==> src/rtl/branch_resolve_unit.sv <==
// Registered MIPS conditional-branch resolver with a PC-indexed 2-bit counter predictor table.
// Optional performance counters are built in when BRU_STATS_EN is defined.
module branch_resolve_unit #(
  parameter int unsigned DATA_W    = 32,
  parameter int unsigned PC_W      = 32,
  parameter int unsigned BHT_DEPTH = 64
) (
  input  logic              clk,
  input  logic              resetn,
  input  logic              valid_i,
  input  logic [5:0]        op_i,
  input  logic [4:0]        rt_i,
  input  logic [DATA_W-1:0] a_i,
  input  logic [DATA_W-1:0] b_i,
  input  logic [PC_W-1:0]   pc_i,
  input  logic              pred_taken_i,
  input  logic              stall_i,
  input  logic              flush_i,
  input  logic [PC_W-1:0]   lookup_pc_i,
  output logic              lookup_taken_o,
  output logic              valid_o,
  output logic              is_branch_o,
  output logic              taken_o,
  output logic              link_o,
  output logic              mispredict_o,
  output logic [PC_W-1:0]   pc_o
`ifdef BRU_STATS_EN
  ,
  output logic [31:0]       stat_branches_o,
  output logic [31:0]       stat_mispredicts_o
`endif
);

  localparam int unsigned IDX_W = $clog2(BHT_DEPTH);

  localparam logic [5:0] OpRegimm = 6'b000001;
  localparam logic [5:0] OpBeq    = 6'b000100;
  localparam logic [5:0] OpBne    = 6'b000101;
  localparam logic [5:0] OpBlez   = 6'b000110;
  localparam logic [5:0] OpBgtz   = 6'b000111;

  // Combinational decode and compare
  logic a_sign, a_zero, a_eq_b;
  logic dec_branch, dec_taken, dec_link;

  assign a_sign = a_i[DATA_W-1];
  assign a_zero = (a_i == '0);
  assign a_eq_b = (a_i == b_i);

  always_comb begin
    dec_branch = 1'b0;
    dec_taken  = 1'b0;
    dec_link   = 1'b0;
    case (op_i)
      OpBeq: begin
        dec_branch = 1'b1;
        dec_taken  = a_eq_b;
      end
      OpBne: begin
        dec_branch = 1'b1;
        dec_taken  = ~a_eq_b;
      end
      OpBgtz: begin
        dec_branch = 1'b1;
        dec_taken  = ~a_sign & ~a_zero;
      end
      OpBlez: begin
        dec_branch = 1'b1;
        dec_taken  = a_sign | a_zero;
      end
      OpRegimm: begin
        case (rt_i)
          5'b00000, 5'b10000: begin
            dec_branch = 1'b1;
            dec_taken  = a_sign;
            dec_link   = rt_i[4];
          end
          5'b00001, 5'b10001: begin
            dec_branch = 1'b1;
            dec_taken  = ~a_sign;
            dec_link   = rt_i[4];
          end
          default: ;
        endcase
      end
      default: ;
    endcase
  end

  // Result stage
  logic            valid_q, valid_d;
  logic            branch_q, branch_d;
  logic            taken_q, taken_d;
  logic            link_q, link_d;
  logic            pred_q, pred_d;
  logic [PC_W-1:0] pc_q, pc_d;

  always_comb begin
    valid_d  = valid_q;
    branch_d = branch_q;
    taken_d  = taken_q;
    link_d   = link_q;
    pred_d   = pred_q;
    pc_d     = pc_q;
    if (!stall_i) begin
      if (flush_i) begin
        valid_d  = 1'b0;
        branch_d = 1'b0;
        taken_d  = 1'b0;
        link_d   = 1'b0;
        pred_d   = 1'b0;
        pc_d     = '0;
      end else begin
        valid_d  = valid_i;
        branch_d = valid_i & dec_branch;
        taken_d  = valid_i & dec_taken;
        link_d   = valid_i & dec_link;
        pred_d   = pred_taken_i;
        pc_d     = pc_i;
      end
    end
  end

  always_ff @(posedge clk or negedge resetn) begin
    if (!resetn) begin
      valid_q  <= 1'b0;
      branch_q <= 1'b0;
      taken_q  <= 1'b0;
      link_q   <= 1'b0;
      pred_q   <= 1'b0;
      pc_q     <= '0;
    end else begin
      valid_q  <= valid_d;
      branch_q <= branch_d;
      taken_q  <= taken_d;
      link_q   <= link_d;
      pred_q   <= pred_d;
      pc_q     <= pc_d;
    end
  end

  assign valid_o      = valid_q;
  assign is_branch_o  = branch_q;
  assign taken_o      = taken_q;
  assign link_o       = link_q;
  assign pc_o         = pc_q;
  assign mispredict_o = valid_q & branch_q & (taken_q != pred_q);

  // Branch history table; word-aligned index, upper PC bits alias
  logic [1:0]       bht_q [BHT_DEPTH];
  logic [IDX_W-1:0] wr_idx, rd_idx;
  logic             bht_we;
  logic [1:0]       cnt_cur, cnt_d;

  assign wr_idx  = pc_i[IDX_W+1:2];
  assign rd_idx  = lookup_pc_i[IDX_W+1:2];
  assign bht_we  = ~stall_i & ~flush_i & valid_i & dec_branch;
  assign cnt_cur = bht_q[wr_idx];

  always_comb begin
    cnt_d = cnt_cur;
    if (dec_taken) begin
      if (cnt_cur != 2'b11) cnt_d = cnt_cur + 2'd1;
    end else begin
      if (cnt_cur != 2'b00) cnt_d = cnt_cur - 2'd1;
    end
  end

  always_ff @(posedge clk or negedge resetn) begin
    if (!resetn) begin
      for (int i = 0; i < BHT_DEPTH; i++) bht_q[i] <= 2'b01;
    end else if (bht_we) begin
      bht_q[wr_idx] <= cnt_d;
    end
  end

  // No bypass: a same-cycle update is visible only after the edge
  assign lookup_taken_o = bht_q[rd_idx][1];

  logic unused_pc;
  assign unused_pc = ^{pc_i[1:0], lookup_pc_i};

`ifdef BRU_STATS_EN
  logic [31:0] stat_br_q, stat_br_d;
  logic [31:0] stat_mp_q, stat_mp_d;
  logic        stat_en;

  assign stat_en = valid_q & branch_q & ~stall_i;

  always_comb begin
    stat_br_d = stat_br_q;
    stat_mp_d = stat_mp_q;
    if (stat_en) begin
      stat_br_d = stat_br_q + 32'd1;
      if (mispredict_o) stat_mp_d = stat_mp_q + 32'd1;
    end
  end

  always_ff @(posedge clk or negedge resetn) begin
    if (!resetn) begin
      stat_br_q <= '0;
      stat_mp_q <= '0;
    end else begin
      stat_br_q <= stat_br_d;
      stat_mp_q <= stat_mp_d;
    end
  end

  assign stat_branches_o    = stat_br_q;
  assign stat_mispredicts_o = stat_mp_q;
`endif

endmodule

==> config.mk <==
export PLATFORM = sky130hd
export DESIGN_NAME = branch_resolve_unit
export DESIGN_NICKNAME = d
export VERILOG_FILES = /design/src/rtl/branch_resolve_unit.sv
export SDC_FILE = /design/constraint.sdc
export NUM_CORES = 1
export LEC_CHECK = 0
export BUFFER_PORTS_ARGS = -buffer_cell sky130_fd_sc_hd__buf_2
export CORE_ASPECT_RATIO = 1.75
export CORE_MARGIN = 8
export CORE_UTILIZATION = 40
export CTS_CLUSTER_SIZE = 25
export DETAILED_ROUTE_END_ITERATION = 8
export HOLD_SLACK_MARGIN = 0.03
export PLACE_DENSITY_LB_ADDON = 0.05
export SLEW_MARGIN = 20
export SYNTH_ARGS = -nofsm -noshare
export SYNTH_HDL_FRONTEND = slang
export SYNTH_SLANG_ARGS = --single-unit
==> constraint.sdc <==
create_clock -name clk -period 3 [get_ports clk]
set_input_delay 0.15 -clock clk [delete_from_list [all_inputs] [get_ports clk]]
set_output_delay 0.15 -clock clk [all_outputs]
set_load 0.01 [all_outputs]
==> results of run 1 <==
## synth_stat cells, drive strengths merged, types with 2 or more instances
| cell | n |
|---|---|
| buf | 29 |
| nor2b | 4 |
| a222oi | 2 |
| a31oi | 2 |
| a21oi | 131 |
| o31ai | 5 |
| nand2 | 43 |
| maj3 | 2 |
| a2bb2oi | 2 |
| clkbuf | 18 |
| nand4 | 10 |
| mux4 | 23 |
| a221o | 4 |
| a21o | 2 |
| o22ai | 4 |
| nor2 | 204 |
| inv | 3 |
| xnor2 | 33 |
| mux2i | 17 |
| a221oi | 18 |
| or2 | 2 |
| dfrtp | 101 |
| nand2b | 29 |
| a211oi | 4 |
| nor4 | 10 |
| nor3b | 4 |
| and2 | 2 |
| nand3b | 3 |
| a22oi | 6 |
| o21bai | 2 |
| o21ai | 39 |
| dfstp | 64 |
| mux2 | 15 |
| a22o | 9 |
| nor3 | 2 |
| nand3 | 9 |
| a32oi | 2 |
| o311ai | 2 |
## power by group through the flow
stage | clock (mW) | sequential [mW] | combinational [mW]
2_1_floorplan | 0 | 2.36 | 0.388
3_3_place_gp | 0 | 2.35 | 0.732
3_5_place_dp | 0 | 2.35 | 0.732
4_1_cts | 2.23 | 2.31 | 0.764
5_1_grt | 2.31 | 2.32 | 0.815
6_report | 2.17 | 2.31 | 0.755
## state kept, by name, summed over array words and instances, names as in the netlist
| register | cells |
|---|---|
| bht_q | 128 |
| pc_o | 32 |
| is_branch_o | 1 |
| link_o | 1 |
| pred_q | 1 |
| taken_o | 1 |
| valid_o | 1 |
## what timing repair did
item / in CTS / in global routing
endpoints found under the hold margin: 121 / 0
endpoints found under the setup margin: 0 / 110
resized for setup: 0 / 1
hold buffers: 30 / 0
## routing by layer
metal,up-vias,global-route usage (%)
li1,3579,-
met5,-,0
met3,43,4.68
met2,208,36.4
met1,3550,23.6
met4,2,7.96
## logic make-up after synthesis
group	after synthesis
DFF	165
muxes	55
AOI/OAI and AO/OA	240
buffers and inverters	50
and+or+nand+nor	325
adders and majority gates	2
xor gates and xnor gates	34
## through the flow
step,TNS [ps],setup slack (ps),cell area (um^2),cells,power (mW)
finish,0,18.6,11600,1416,5.24
detailed placement,-10070,-134,10800,1354,3.08
global placement,-7920,-108,10800,1354,3.08
global route,0,3.37,11600,1416,5.44
floorplan,0,260,9250,871,2.75
CTS,0,37.4,11600,1416,5.31
## worst max path at each step
stage                    from        endpoint  slack (ps)  depth (start not counted)
6_report            bht_q[28]       bht_q[36]          20                          9
5_1_grt             bht_q[28]       bht_q[34]           3                          9
4_1_cts             bht_q[28]       bht_q[36]          40                          9
3_5_place_dp          pc_i[4]       bht_q[40]        -130                         10
3_3_place_gp          pc_i[4]      bht_q[124]        -110                         10
2_1_floorplan  lookup_pc_i[2]  lookup_taken_o         260                          5
## area by class of cell
class	instances	share of cell area [%]
Tap cell	300	3.23
Inverter	3	0.0969
Multi-Input combinational cell	656	40.6
Clock buffer	24	3.97
Sequential cell	165	36.2
Timing Repair Buffer	260	15.0
Clock inverter	8	0.883
## critical path, delay by kind of cell (launching register included)
kind                       cells  cell delay, ps
muxes                          2             560
DFF                            1             380
AOI/OAI and AO/OA              5            1320
buffers and inverters          1             220
adders and majority gates      1             420
==> flow_summary.json, run 1 <==
{
  "vias": 7382,
  "dieHeight_um": 217,
  "grt_pass1_wl_mm": 43.8,
  "worst-r2r-setup-slack_ps": 20,
  "drtAntennaViolNets": 0,
  "synthMuxAreaShare_pct": 9.31,
  "hold_slack_ps": 97.6,
  "core_mm2": 0.0227,
  "synthXorXnorAreaFrac_pct": 3.22,
  "clock-root-buffer": "clkbuf_16",
  "final_cell_mix": "nor2_1, buf_2, dfrtp_1, a21oi_1, buf_4",
  "nFillCells": 2149,
  "worst_setup_path_start_kind": "flip-flop",
  "hold_violations": 0,
  "comb_power_share_pct": 14.4,
  "worstRegToRegCells": 9,
  "drc": 0,
  "holdCritStartpoint": "pc_i[7]",
  "drv_cap": 0,
  "synth_cells": 871,
  "grt_pass1_vias": 7717,
  "wl_met3_mm": 1.68,
  "clk_pin_slew_ps": 70,
  "top_layer": "met5",
  "via_per_inst": 5.21,
  "die_w_um": 131,
  "track_usage_pct": 20.7,
  "slew_headroom_pct": 55.8,
  "dieArea_mm2": 0.0284,
  "synth_compound_area_share_pct": 22.8,
  "port_buffers": 156,
  "utilization_pct": 51.1,
  "drive_gt1_share_pct": 38.0,
  "drt_iter0_drc": 326,
  "synthArstFlopShare_pct": 100,
  "grt_max_degree": 99,
  "multi_input_area_mm2": 0.00472,
  "rsz0062_at_grt": "false",
  "synth_top_flop_cell": "dfrtp_1",
  "cts-htree-levels": 4,
  "avgRoutedWirePerCell_um": 20.2,
  "critPathMaxStageDelay_ps": 420,
  "dpl.hpwl_mm": 21.1,
  "met1_length_mm": 11.3,
  "postCtsSetupBuffers": 0,
  "reg2reg_from": "bht_q[28]",
  "synth-seq-cells": 165,
  "syn_nets": 1016,
  "fmax_mhz": 335,
  "layout_commonest_cell": "nor2_1",
  "switchingPower_mw": 1.39,
  "first_pass_iters": 5,
  "p_per_area_mw_per_mm2": 451,
  "synth_area_mm2": 0.00925,
  "yosys_warnings": 0,
  "end_kind": "flip-flop",
  "seq_area_mm2": 0.00421,
  "gp_congestion": 0.858,
  "crit_path_cell_trace": "mux2_2, a221o_1, a222oi_1, a2bb2oi_1, o311ai_1, mux2_2, maj3_4, buf_12, a21oi_1",
  "synth_top_family_by_area": "compound AO/OA/AOI/OAI gates",
  "reg2reg_to": "bht_q[36]",
  "worstMarginPinSlew_ps": 661,
  "synth_fa_ha_area_share_pct": 0.230,
  "setup_viol": 0,
  "cts.sinks": 165,
  "min_path_cells": 3,
  "ir_drop_uv": 386,
  "antenna_found_initial": 1,
  "synth-edff-count": 0,
  "num_io_pins": 183,
  "critical_path_arrival_ps": 3360,
  "clkPwrFrac_pct": 41.4,
  "cts_buffers": 17,
  "rows": 73,
  "cellLeakagePower_nw": 4.85,
  "yosysUniqueCellTypes": 60,
  "outcome": "finished, final reports clean",
  "cpMostUsedCell": "mux2_2",
  "worstHoldPathType": "input pin to flip-flop",
  "path_class": "flip-flop to flip-flop",
  "drt_wl_total_mm": 28.6,
  "finalMaxSlewViolations": 0,
  "route.met2.wl_mm": 14.7,
  "ys_top_cells_by_area": "dfrtp_1, dfstp_2, a21oi_4",
  "timing.final.crit_share_pct": 99.4,
  "antennaDiodeCount": 0,
  "synth-simple-area-share_pct": 15.4,
  "synth_top_area_cell": "dfrtp_1",
  "nNetsFinal": 1248,
  "clk_latency_ps": 450,
  "area_delta_synth_final_pct": 25.7,
  "p_sw_share_pct": 26.6,
  "pwr-share-seq_pct": 44.2,
  "initial_utilization_pct": 40.7,
  "cp_data_required_time_ps": 3380,
  "clockBufferDepth": 2,
  "finClkSkew_ps": 9.29,
  "ys_seq_area_share_pct": 45.5,
  "crit_slowest_cell": "maj3_4",
  "min_period_ps": 2980,
  "overflow": 0,
  "critical_path_peak_fanout": 18,
  "synth_area_per_cell_um2": 10.6,
  "power.internal_mw": 3.85,
  "cts_tree": "yes",
  "worst_hold_path.endpoint": "pc_o[7]",
  "synth_top_area_share_pct": 27.3
}
No activity file was read; power rests on OpenSTA's default activity.
==> run 2, diff against run 1 <==
MAX_ROUTING_LAYER = met4   (was unset)
==> run 2 against run 1 <==
Cell area is essentially flat. Largest power group unchanged. Register-to-register slack is essentially flat. Final cell count hardly changed. Maximum frequency shrank 0.40%. Sequential share of layout area is essentially flat. Clock-buffer cell count unchanged. Critical path type unchanged.
==> flow_summary.json, run 2 (synthesis gave the netlist of run 1 again) <==
{
  "fmax_mhz": 334,
  "worstHoldPathType": "input pin to flip-flop",
  "timing.final.crit_share_pct": 99.8,
  "hold_slack_ps": 94.1,
  "gp_congestion": 0.872,
  "worst_setup_path_start_kind": "flip-flop",
  "clk_pin_slew_ps": 60,
  "dieHeight_um": 217,
  "nNetsFinal": 1248,
  "rows": 73,
  "fin_ws_ps": 6.55,
  "grt_pass1_wl_mm": 43.8,
  "hold_violations": 0,
  "pre_cts_ws_ps": -134,
  "drt_iter0_drc": 377,
  "port_buffers": 156,
  "stdcell_count": 1417,
  "cts-htree-levels": 4,
  "fin_tns_setup_ps": 0,
  "core_mm2": 0.0227,
  "dieArea_mm2": 0.0284,
  "crit_slowest_cell": "maj3_4",
  "drc": 0,
  "p_per_area_mw_per_mm2": 450,
  "finClkSkew_ps": 9.54,
  "track_usage_pct": 21.3,
  "fin_area_mm2": 0.0116,
  "crit_path_cell_trace": "mux2_2, a221o_1, a222oi_1, a2bb2oi_1, o311ai_1, mux2_2, maj3_4, buf_12, a21oi_1",
  "initial_utilization_pct": 40.7,
  "grt_max_degree": 99,
  "drt_wl_total_mm": 28.5,
  "num_io_pins": 183,
  "final_cell_mix": "nor2_1, buf_2, dfrtp_1, a21oi_1, buf_4",
  "die_w_um": 131,
  "end_kind": "flip-flop",
  "outcome": "finished, final reports clean",
  "ir_drop_uv": 388,
  "clock-root-buffer": "clkbuf_16",
  "first_pass_iters": 5,
  "dpl.hpwl_mm": 21.1,
  "drtAntennaViolNets": 0,
  "cts_buffers": 17,
  "utilization_pct": 51.1,
  "rsz0062_at_grt": "false",
  "vias": 7398,
  "cellLeakagePower_nw": 4.85,
  "cts_tree": "yes",
  "critPathMaxStageDelay_ps": 420,
  "dp.cells": 1354,
  "critical_path_peak_fanout": 18,
  "setup_viol": 0,
  "worstMarginPinSlew_ps": 654,
  "slew_headroom_pct": 56.3,
  "clockBufferDepth": 2,
  "min_period_ps": 2990,
  "antenna_found_initial": 1,
  "layout_commonest_cell": "nor2_1",
  "grt_pass1_vias": 7710,
  "drv_cap": 0,
  "nFillCells": 2150,
  "area_delta_synth_final_pct": 25.8,
  "placed_cell_area_mm2": 0.0108,
  "via_per_inst": 5.22,
  "largest_reg_flops": 128,
  "regMostFlops": "bht_q",
  "clk_latency_ps": 450,
  "critical_path_arrival_ps": 3370,
  "avgRoutedWirePerCell_um": 20.1,
  "cpMostUsedCell": "mux2_2",
  "finalMaxSlewViolations": 0,
  "cts.sinks": 165,
  "drive_gt1_share_pct": 38.0,
  "power_mw": 5.23,
  "cp_data_required_time_ps": 3380,
  "overflow": 0,
  "path_class": "flip-flop to flip-flop"
}
## run 2: worst max-delay path: cells and delay by family (launching register included)
family	cells	cell delay, ps
compound gates	5	1310
mux	2	560
buf+inv	1	220
flops	1	380
fa+ha+maj	1	420
## run 2: final timing paths
path                            startpoint         end  slack (ps)  depth (start not counted)
worst max register to register   bht_q[28]   bht_q[36]           7                          9
worst max-delay path             bht_q[28]   bht_q[36]           7                          9
worst min register to register     pc_o[4]     pc_o[4]         480                          2
max in group asynchronous           resetn  bht_q[111]        1980                          3
min in group asynchronous           resetn   bht_q[81]         140                          2
worst min-delay path               pc_i[7]     pc_o[7]          90                          3
## run 2: timing repair
item | CTS | global route
endpoints found under the setup margin | 0 | 110
gates resized for setup | 0 | 1
hold buffers | 30 | 0
setup buffers | 0 | 0
endpoints found under the hold margin | 121 | 0
## run 2: area by class of cell
| cell class | instances | area (um^2) | area share (%) |
|---|---|---|---|
| Multi-Input combinational cell | 656 | 4720 | 40.6 |
| Sequential cell | 165 | 4210 | 36.2 |
| Timing Repair Buffer | 260 | 1740 | 15.0 |
| Clock buffer | 24 | 462 | 3.97 |
| Tap cell | 300 | 375 | 3.23 |
| Clock inverter | 8 | 103 | 0.882 |
| Inverter | 3 | 11.3 | 0.0969 |
| Antenna cell | 1 | 2.50 | 0.0215 |
## run 2: layer usage
layer,wire [um],GRT usage (%)
met1,11300,23.6
met2,14800,36.4
met3,1690,4.55
met4,812,7.77
met5,0,-
## run 2: power by group
part | leakage (nW) | switching (mW) | internal (mW) | total, mW
Clock | 0.269 | 0.919 | 1.25 | 2.17
Sequential | 2.04 | 0.0278 | 2.28 | 2.31
Combinational | 2.54 | 0.442 | 0.313 | 0.755
